## config.mk

```make
export PLATFORM = sky130hd
export DESIGN_NAME = countdown_hms
export DESIGN_NICKNAME = d
export VERILOG_FILES = /design/src/rtl/countdown_pkg.sv /design/src/rtl/hms_borrow.sv /design/src/rtl/countdown_hms.sv
export SDC_FILE = /design/constraint.sdc
export NUM_CORES = 1
export LEC_CHECK = 0
export CORE_ASPECT_RATIO = 1.2
export CORE_MARGIN = 8
export CORE_UTILIZATION = 50
export CTS_BUF_LIST = sky130_fd_sc_hd__clkbuf_2 sky130_fd_sc_hd__clkbuf_4 sky130_fd_sc_hd__clkbuf_8
export DETAILED_ROUTE_END_ITERATION = 12
export MAX_ROUTING_LAYER = met4
export PLACE_DENSITY_LB_ADDON = 0.1
export SYNTH_ARGS = -nofsm -noshare
export SYNTH_HDL_FRONTEND = slang
export SYNTH_SLANG_ARGS = --single-unit
```

## constraint.sdc

```tcl
create_clock -name clk -period 2.6 [get_ports clk]
set_input_delay 0.26 -clock clk [delete_from_list [all_inputs] [get_ports clk]]
set_output_delay 0.26 -clock clk [all_outputs]
set_load 0.03 [all_outputs]
```

## src/rtl/countdown_pkg.sv

```systemverilog
// countdown_pkg: shared state encoding, field widths and limits for the h:m:s countdown timer
package countdown_pkg;
  localparam int H_W = 5;
  localparam int M_W = 6;
  localparam int S_W = 6;
  localparam logic [M_W-1:0] MIN_MAX = 6'd59;
  localparam logic [S_W-1:0] SEC_MAX = 6'd59;
  typedef enum logic [1:0] {IDLE, RUN, PAUSED, EXPIRED} state_t;
endpackage

```

## src/rtl/hms_borrow.sv

```systemverilog
// hms_borrow: combinational h:m:s decrement with borrow; saturates at 0:0:0 instead of wrapping
module hms_borrow
  import countdown_pkg::*;
(
  input  logic [H_W-1:0] h_i,
  input  logic [M_W-1:0] m_i,
  input  logic [S_W-1:0] s_i,
  output logic [H_W-1:0] h_o,
  output logic [M_W-1:0] m_o,
  output logic [S_W-1:0] s_o,
  output logic           zero_next_o
);
  logic s_nz, m_nz, h_nz;
  assign s_nz = s_i != '0;
  assign m_nz = m_i != '0;
  assign h_nz = h_i != '0;
  assign s_o = s_nz ? s_i - 1'b1 : (m_nz || h_nz) ? SEC_MAX : '0;
  assign m_o = s_nz ? m_i : m_nz ? m_i - 1'b1 : h_nz ? MIN_MAX : '0;
  assign h_o = (s_nz || m_nz) ? h_i : h_nz ? h_i - 1'b1 : '0;
  assign zero_next_o = ~|{h_o, m_o, s_o};
endmodule

```

## src/rtl/countdown_hms.sv

```systemverilog
// countdown_hms: loadable h:m:s down-counter with run/pause FSM and one-cycle expiry pulse
// Optional expiry alarm built when COUNTDOWN_ALARM_EN is defined.
module countdown_hms
  import countdown_pkg::*;
#(
  parameter int HOUR_MAX    = 23,
  parameter int ALARM_TICKS = 5
) (
  input  logic           clk,
  input  logic           rst_n,
  input  logic           tick,
  input  logic           load,
  input  logic [H_W-1:0] load_h,
  input  logic [M_W-1:0] load_m,
  input  logic [S_W-1:0] load_s,
  input  logic           start,
  input  logic           pause,
  input  logic           clear,
  output logic [H_W-1:0] r_hour,
  output logic [M_W-1:0] r_minute,
  output logic [S_W-1:0] r_second,
  output logic           running,
  output logic           done,
  output logic           load_err,
  output logic           alarm
);
  state_t state_q, state_d;
  logic [H_W-1:0] h_q, h_d, h_n;
  logic [M_W-1:0] m_q, m_d, m_n;
  logic [S_W-1:0] s_q, s_d, s_n;
  logic done_q, done_d, err_q, err_d, run_q, zero_n, ld_req, ld_ok;
  hms_borrow u_borrow (
    .h_i(h_q), .m_i(m_q), .s_i(s_q),
    .h_o(h_n), .m_o(m_n), .s_o(s_n),
    .zero_next_o(zero_n)
  );
  assign ld_req = load && state_q != RUN;
  assign ld_ok  = load_h <= H_W'(HOUR_MAX) && load_m <= MIN_MAX && load_s <= SEC_MAX;
  always_comb begin
    state_d = state_q;
    h_d = h_q;
    m_d = m_q;
    s_d = s_q;
    done_d = 1'b0;
    err_d = 1'b0;
    if (clear) begin
      state_d = IDLE;
      h_d = '0;
      m_d = '0;
      s_d = '0;
    end else if (ld_req) begin
      state_d = ld_ok ? IDLE : state_q;
      h_d = ld_ok ? load_h : h_q;
      m_d = ld_ok ? load_m : m_q;
      s_d = ld_ok ? load_s : s_q;
      err_d = !ld_ok;
    end else if (pause && state_q == RUN) begin
      state_d = PAUSED;
    end else if (start && (state_q == IDLE || state_q == PAUSED) && |{h_q, m_q, s_q}) begin
      state_d = RUN;
    end else if (tick && state_q == RUN) begin
      h_d = h_n;
      m_d = m_n;
      s_d = s_n;
      state_d = zero_n ? EXPIRED : RUN;
      done_d = zero_n;
    end
  end
  always_ff @(posedge clk or negedge rst_n) begin
    if (!rst_n) begin
      state_q <= IDLE;
      h_q <= '0;
      m_q <= '0;
      s_q <= '0;
      done_q <= 1'b0;
      err_q <= 1'b0;
      run_q <= 1'b0;
    end else begin
      state_q <= state_d;
      h_q <= h_d;
      m_q <= m_d;
      s_q <= s_d;
      done_q <= done_d;
      err_q <= err_d;
      run_q <= state_d == RUN;
    end
  end
  assign r_hour   = h_q;
  assign r_minute = m_q;
  assign r_second = s_q;
  assign running  = run_q;
  assign done     = done_q;
  assign load_err = err_q;
`ifdef COUNTDOWN_ALARM_EN
  localparam int AW = $clog2(ALARM_TICKS + 1);
  logic [AW-1:0] acnt_q;
  logic alarm_q;
  // Alarm falls on the tick that exhausts the remaining count.
  always_ff @(posedge clk or negedge rst_n) begin
    if (!rst_n) begin
      alarm_q <= 1'b0;
      acnt_q <= '0;
    end else if (clear || ld_req) begin
      alarm_q <= 1'b0;
      acnt_q <= '0;
    end else if (done_d) begin
      alarm_q <= 1'b1;
      acnt_q <= AW'(ALARM_TICKS);
    end else if (tick && alarm_q) begin
      alarm_q <= acnt_q != AW'(1);
      acnt_q <= acnt_q - 1'b1;
    end
  end
  assign alarm = alarm_q;
`else
  assign alarm = 1'b0;
`endif
endmodule

```

* Yosys cells after proc, flatten, opt, wreduce, memory -nomap -nowiden
Cells that the tools add are included.
** Storage, ports and cells
- Flip-flop bits (word level) :: 22
- Input bits :: 24
- Output and inout port bits :: 21
- Logic and storage cells :: 79
** Cells by class
- $add $sub $neg :: 3
- Magnitude comparators :: 3
- Equal/unequal tests :: 7
- Mux-type cells :: 39
- Reductions and logical operators :: 20
** Operators with widths (count)
- $mux 6 :: 17
- $mux 5 :: 8
- $reduce_or 17->1 :: 2
- $mux 2 :: 7
- $le 6x6->1 const B :: 2
- $reduce_bool 6->1 :: 2
- $sub 6x1->6 const B :: 2
- $logic_and 1x1->1 :: 7
- $mux 1 :: 7
- $ne 3x3->1 const B :: 2
- $le 5x5->1 const B :: 1
- $reduce_bool 5->1 :: 1
- $sub 5x1->5 const B :: 1
- $eq 2x1->1 const B :: 2
- $reduce_and 4->1 :: 1
- $logic_or 1x1->1 :: 3
- $ne 3x2->1 const B :: 1
- $reduce_bool 3->1 :: 1
- $eq 2x2->1 const B :: 1
- $logic_not 1->1 :: 2
- $logic_not 2->1 :: 1
- $ne 2x1->1 const B :: 1

* Longest topological paths before layout
- Depth after elaboration :: 12
- Gate-level depth with buffers :: 10
- Depth with buffers taken out :: 8

* By module
A second synthesis with hierarchy kept.
** Unflattened totals
- Cell total of the unflattened synthesis :: 246
- Area, all modules :: 2063.2 um^2
** By module, submodules not included
- countdown_hms :: instances 1, cells each 139, area each 1380.1 um^2, sequential area each 550.5 um^2
- hms_borrow :: instances 1, cells each 107, area each 683.2 um^2, sequential area each 0.0 um^2

* Least setup slack after synthesis
No wires, ideal clock.
- Kind :: register to register
- Start point :: reg m_q[0], in the netlist r_minute[0]
- End point :: reg state_q[1]
- Library setup time :: 124 ps
- Arrival :: 2401 ps
- Required time :: 2476 ps
- Slack :: 74 ps
- Cell stages (with the launch flop) :: 11
- Path buffers :: 2
- Clock period less this slack :: 2526 ps
- Cell sequence :: dfrtp_1 clkbuf_1 inv_1 ha_1 nor2b_1 clkbuf_1 a32o_2 a211oi_2 nor4_2 nor4b_2 or2_1
** On the way
- Word-level cells in the longest chain between the ends :: 11
- Elaborated cells between the ends (all ways) :: 18
- Those cells by class :: add/sub (1); mux (11); reduce/logical (6)
** RTL lines
- start: declaration :: line countdown_hms.sv:29 : logic [M_W-1:0] m_q, m_d, m_n;
- start signal: assignment :: line countdown_hms.sv:81 : m_q <= m_d;
- parallel branches: the longest is 7 deep, another holds $sub 6x1->6
- $mux 2 (*) :: line countdown_hms.sv:59 : end else if (start && (state_q == IDLE || state_q == PAUSED) && |{h_q, m_q, s_q}) begin
- $mux 2 (*) :: line countdown_hms.sv:57 : end else if (pause && state_q == RUN) begin
- $mux 2 (*) :: line countdown_hms.sv:51 : end else if (ld_req) begin
- $mux 2 (*) :: line countdown_hms.sv:46 : if (clear) begin
- via state_d[1] :: line countdown_hms.sv:27 : state_t state_q, state_d;
- end signal: assignment :: line countdown_hms.sv:79 : state_q <= state_d;
- end: declaration :: line countdown_hms.sv:27
Mark *: on every way through the listed nets, which the timed path passes.
A chain may end at the register's enable or synchronous reset.

* Final worst setup path
- Start point :: reg h_q[1], in the netlist r_hour[1]
- End point :: reg run_q, in the netlist running
** On the way
- Word-level cells in the longest chain between the ends :: 12
- Elaborated cells between the ends (all ways) :: 20
- Those cells by class :: add/sub (1); eq/ne (1); mux (13); reduce/logical (5)
** RTL lines
- start: declaration :: line countdown_hms.sv:28 : logic [H_W-1:0] h_q, h_d, h_n;
- start signal: assignment :: line countdown_hms.sv:72 : h_q <= '0;
- start signal: assignment :: line countdown_hms.sv:80 : h_q <= h_d;
- parallel branches: the longest is 7 deep, another holds $sub 5x1->5
- $mux 2 (*) :: line countdown_hms.sv:59
- $mux 2 (*) :: line countdown_hms.sv:57
- $mux 2 (*) :: line countdown_hms.sv:51
- $mux 2 (*) :: line countdown_hms.sv:46
- $eq 2x1->1 (*) :: line countdown_hms.sv:85 : run_q <= state_d == RUN;
- end signal: assignment :: line countdown_hms.sv:77 : run_q <= 1'b0;
- end signal: assignment :: line countdown_hms.sv:85
- end: declaration :: line countdown_hms.sv:31 : logic done_q, done_d, err_q, err_d, run_q, zero_n, ld_req, ld_ok;
Every way passes the cells marked *.

==> impl_summary.md <==
Outcome
The flow ran to the end, and the final reports show no timing, DRC or antenna violations.

Clock network
The buffer levels on the longest clock path is 2. The H-tree depth reported by CTS is 1. The clock latency on the worst-skew pair is 0.27 ns. The total CTS buffers is 3. Clock tree synthesis selected as its root buffer the cell clkbuf_8. The number of clock sinks seen by CTS is 22.

Hold repair after CTS inserted 0 buffers. After clock tree synthesis, the setup repair step added 0 buffers. The register clock-pin slew on the reported worst setup and hold paths is 0.09 ns. TritonCTS built the clock tree. The post-cts gate resize count is 0.

Timing
The transition time at the pin with the least slew margin is 0.625 ns. Setup repair after global routing left no endpoint under its margin. The count of final setup violators is 0.

Setup slack on the critical path of the routed design comes to 0.133 ns. The hold violation count in the final report is 0. The count of pins over their slew limit came to 0.

The post-layout minimum cycle time is 2.47 ns. In the finished design, the share of the clock period the worst path needs comes to 94.9%. After routing, the total negative slack on setup checks comes to 0 ns.

On the final layout, the worst clock skew is 0.00193 ns. The maximum achievable frequency is 405 MHz. Measured against its own limit, the worst slew margin works out to 58.3%.

Floorplan
Measured along the x axis, the die boundary spans 72.9 µm. For this design the top-level I/O count stands at 45. The number of cell rows is 25. The starting utilization of the core area is 50.4%. The die footprint is 6140 µm².

After floorplanning, the core was sized to cover 3850 µm². In this run the vertical extent of the chip is 84.2 µm.

Routing
The remaining design rule violation count is 0. Dividing the detail-routed wire length by the instance count gives 19.3 µm. The number of DRC violations after detailed-routing iteration 0 is 258.

The detail route stage leaves a number of antenna-violating nets equal to 0. Using the TritonRoute via totals, the vias-per-cell ratio works out to 6.12. The number of search-and-repair iterations in the first detailed-routing pass is 4. After detailed routing, the total wire length is 6670 µm. Across all layers, the routed design uses 2111 vias.

Critical path
The critical path capture point type is a flop. The maximum fanout along the worst path is 6. STA classifies the critical path startpoint as a flop.

Data arrives at the worst endpoint at 2.62 ns. The worst endpoint required time is 2.75 ns. The category of the most critical setup path is flop to flop.

Placed design
The half-perimeter wire length after placement is 5060 µm. Routability-driven placement finished with a final weighted congestion of 0.953. Buffers placed on the I/O ports in this run total 43. The placed instance area is 2500 µm². Prior to clock tree synthesis, the placed netlist has a worst setup slack of 0.143 ns.

Synthesis
Counting instances in the post-synthesis netlist gives the leading cell types as 23 x nand2_1, 22 x dfrtp_1, 19 x a21oi_1, 19 x nor2_1, 15 x nor3_1. The synthesized instance count is 237. In this run, distinct cell masters in the synthesized netlist total 59. In this run the cell area of the synthesized design comes to 1940 µm². Averaged over all synthesized cells, the footprint is 8.19 µm². The number of synthesized register bits is 22. The biggest area consumer among synthesized cells is dfrtp_1. The share of the synthesized area in the top cell type is 28.4%. The dominant register cell in the synthesized netlist is dfrtp_1. In this run, synthesis inferred 0 flip-flops with an integrated enable. The most instantiated library cell after synthesis is nand2_1. Summing the sequential cell areas from Yosys gives 28.4% of the chip area. The share of synthesized registers carrying an async set or reset is 100%. The number of warnings printed during yosys synthesis is 0. The number of nets handed over by synthesis was 265. By area the synthesized netlist is led by dfrtp_1 28%, a21oi_1 4.9%, nand2_1 4.4%.

Finish
The number of nets in the layout is 320. The area growth from synthesis to layout is 32.0%. The repair_antennas step left the layout with diodes totalling 0. The share of layout cells above drive strength 1 is 16.5%.

Once layout is done, the placed cells without fillers occupy 2560 µm².

Power and ir drop
The switching power is 678 µW. The power per cell area is 602 nW/µm². The clock network burns 16.7% of the power. The internal power of the cells totals 865 µW. The worst vdd rail ir drop is 298 µV. The share of total power dissipated in sequential elements is 26.6%. Combinational logic burns 56.6% of the power. The switching part of the total is 44.0%. Summed over all cells, the static leakage comes to 0.00102 µW.

Flow run
The count of maximum capacitance violations is 0.

GRT
The overflow left after global routing is 0. The overall track demand over capacity in global routing is 22.8%. The pin count of the biggest net entering global routing is 23. The first global-routing pass estimated 10900 µm of wire.

The via count of the first global-routing pass is 2184. The number of antenna violations at the first check in global routing is 0.

Worst hold path
The path class of the tightest hold or removal check is primary input to async pin.
==> metrics by stage <==
step | util, % | cells | hold WS, ns | power (µW)
detailed placement | 65.0 | 341 | 0.550 | 1270
floorplan | - | 237 | -0.0356 | 990
global placement | 65.0 | 341 | 0.545 | 1270
CTS | 66.5 | 345 | 0.363 | 1530
finish | 66.6 | 345 | 0.358 | 1540
global route | 66.6 | 345 | 0.374 | 1640
==> power by group through the flow <==
stage	registers [µW]	clock network (µW)	logic, µW
2_1_floorplan	470	0	520
3_3_place_gp	415	0	858
3_5_place_dp	417	0	857
4_1_cts	410	262	860
5_1_grt	416	274	947
6_report	411	258	874
==> routing by layer <==
metal / share of wire, % / up-vias / global-route usage [%]
met2: 49 / 66 / 36.3
met3: 4.0 / 16 / 3.22
li1: - / 997 / -
met1: 45 / 1032 / 28.3
met4: 2.3 / 0 / 8.58
met5: 0 / - / -
==> area by class of cell <==
type	instances	area, µm²
inverter	11	41.3
clock buffer	4	55.1
tap	54	67.6
fill	353	1290
timing repair buffer	67	611
multi-input combinational	187	1240
sequential	22	551
==> registers in the layout, indices dropped and copies added (netlist names) <==
signal and count:
done 1, load_err 1, r_hour 5, r_minute 6, r_second 6, running 1
state_q 2
==> worst max-delay path, cell delays in order (launching register included) <==
cell      delay [ns]
dfrtp_1         0.38
inv_1           0.11
ha_1            0.20
or4b_1          0.63
nor4_4          0.41
o221ai_2        0.14
nor4_2          0.14
nor4b_2         0.26
nor3b_1         0.08
==> worst paths after layout <==
kind | cells past startpoint | slack, ns | from | end
max | 8 | 0.13 | r_hour[1]$_DFFE_PN0P_ | running$_DFF_PN0_
min | 2 | 0.36 | rst_n | r_hour[2]$_DFFE_PN0P_
max reg2reg | 8 | 0.13 | r_hour[1]$_DFFE_PN0P_ | running$_DFF_PN0_
min reg2reg | 2 | 0.56 | r_second[0]$_DFFE_PN0P_ | r_second[0]$_DFFE_PN0P_
max in group asynchronous | 2 | 2.00 | rst_n | r_minute[3]$_DFFE_PN0P_
min in group clk | 2 | 0.56 | r_second[0]$_DFFE_PN0P_ | r_second[0]$_DFFE_PN0P_
==> cells by family after synthesis <==
family          after synthesis  synth area share (%)
other cells                   1                 0.193
xor+xnor                      1                 0.451
fa+ha+maj                     4                  2.58
compound gates               73                  26.6
buf+inv                      28                  8.12
flops                        22                  28.4
simple gates                106                  32.6
mux                           2                  1.03
==> layout by cell type (no fill, tap or decap), drive strengths merged, types with 2 or more instances in the layout <==
cell type	synthesis	layout
clkdlybuf4s50	0	43
buf	8	24
nand2	23	23
dfrtp	22	22
nor2	20	20
a21oi	20	20
nor3	16	16
nand4	12	12
inv	11	11
o211ai	9	9
a211oi	9	9
o21ai	9	9
nor2b	5	5
nand3	5	5
o21a	5	5
or3	5	5
nor4	5	5
ha	4	4
clkbuf	9	4
o221ai	4	4
nand2b	3	3
nor3b	3	3
nor4b	3	3
a31oi	2	2
a311oi	2	2
a211o	2	2
or4b	2	2
o31ai	2	2
mux2i	2	2
Note: power is estimated with default switching activity, not from simulation.
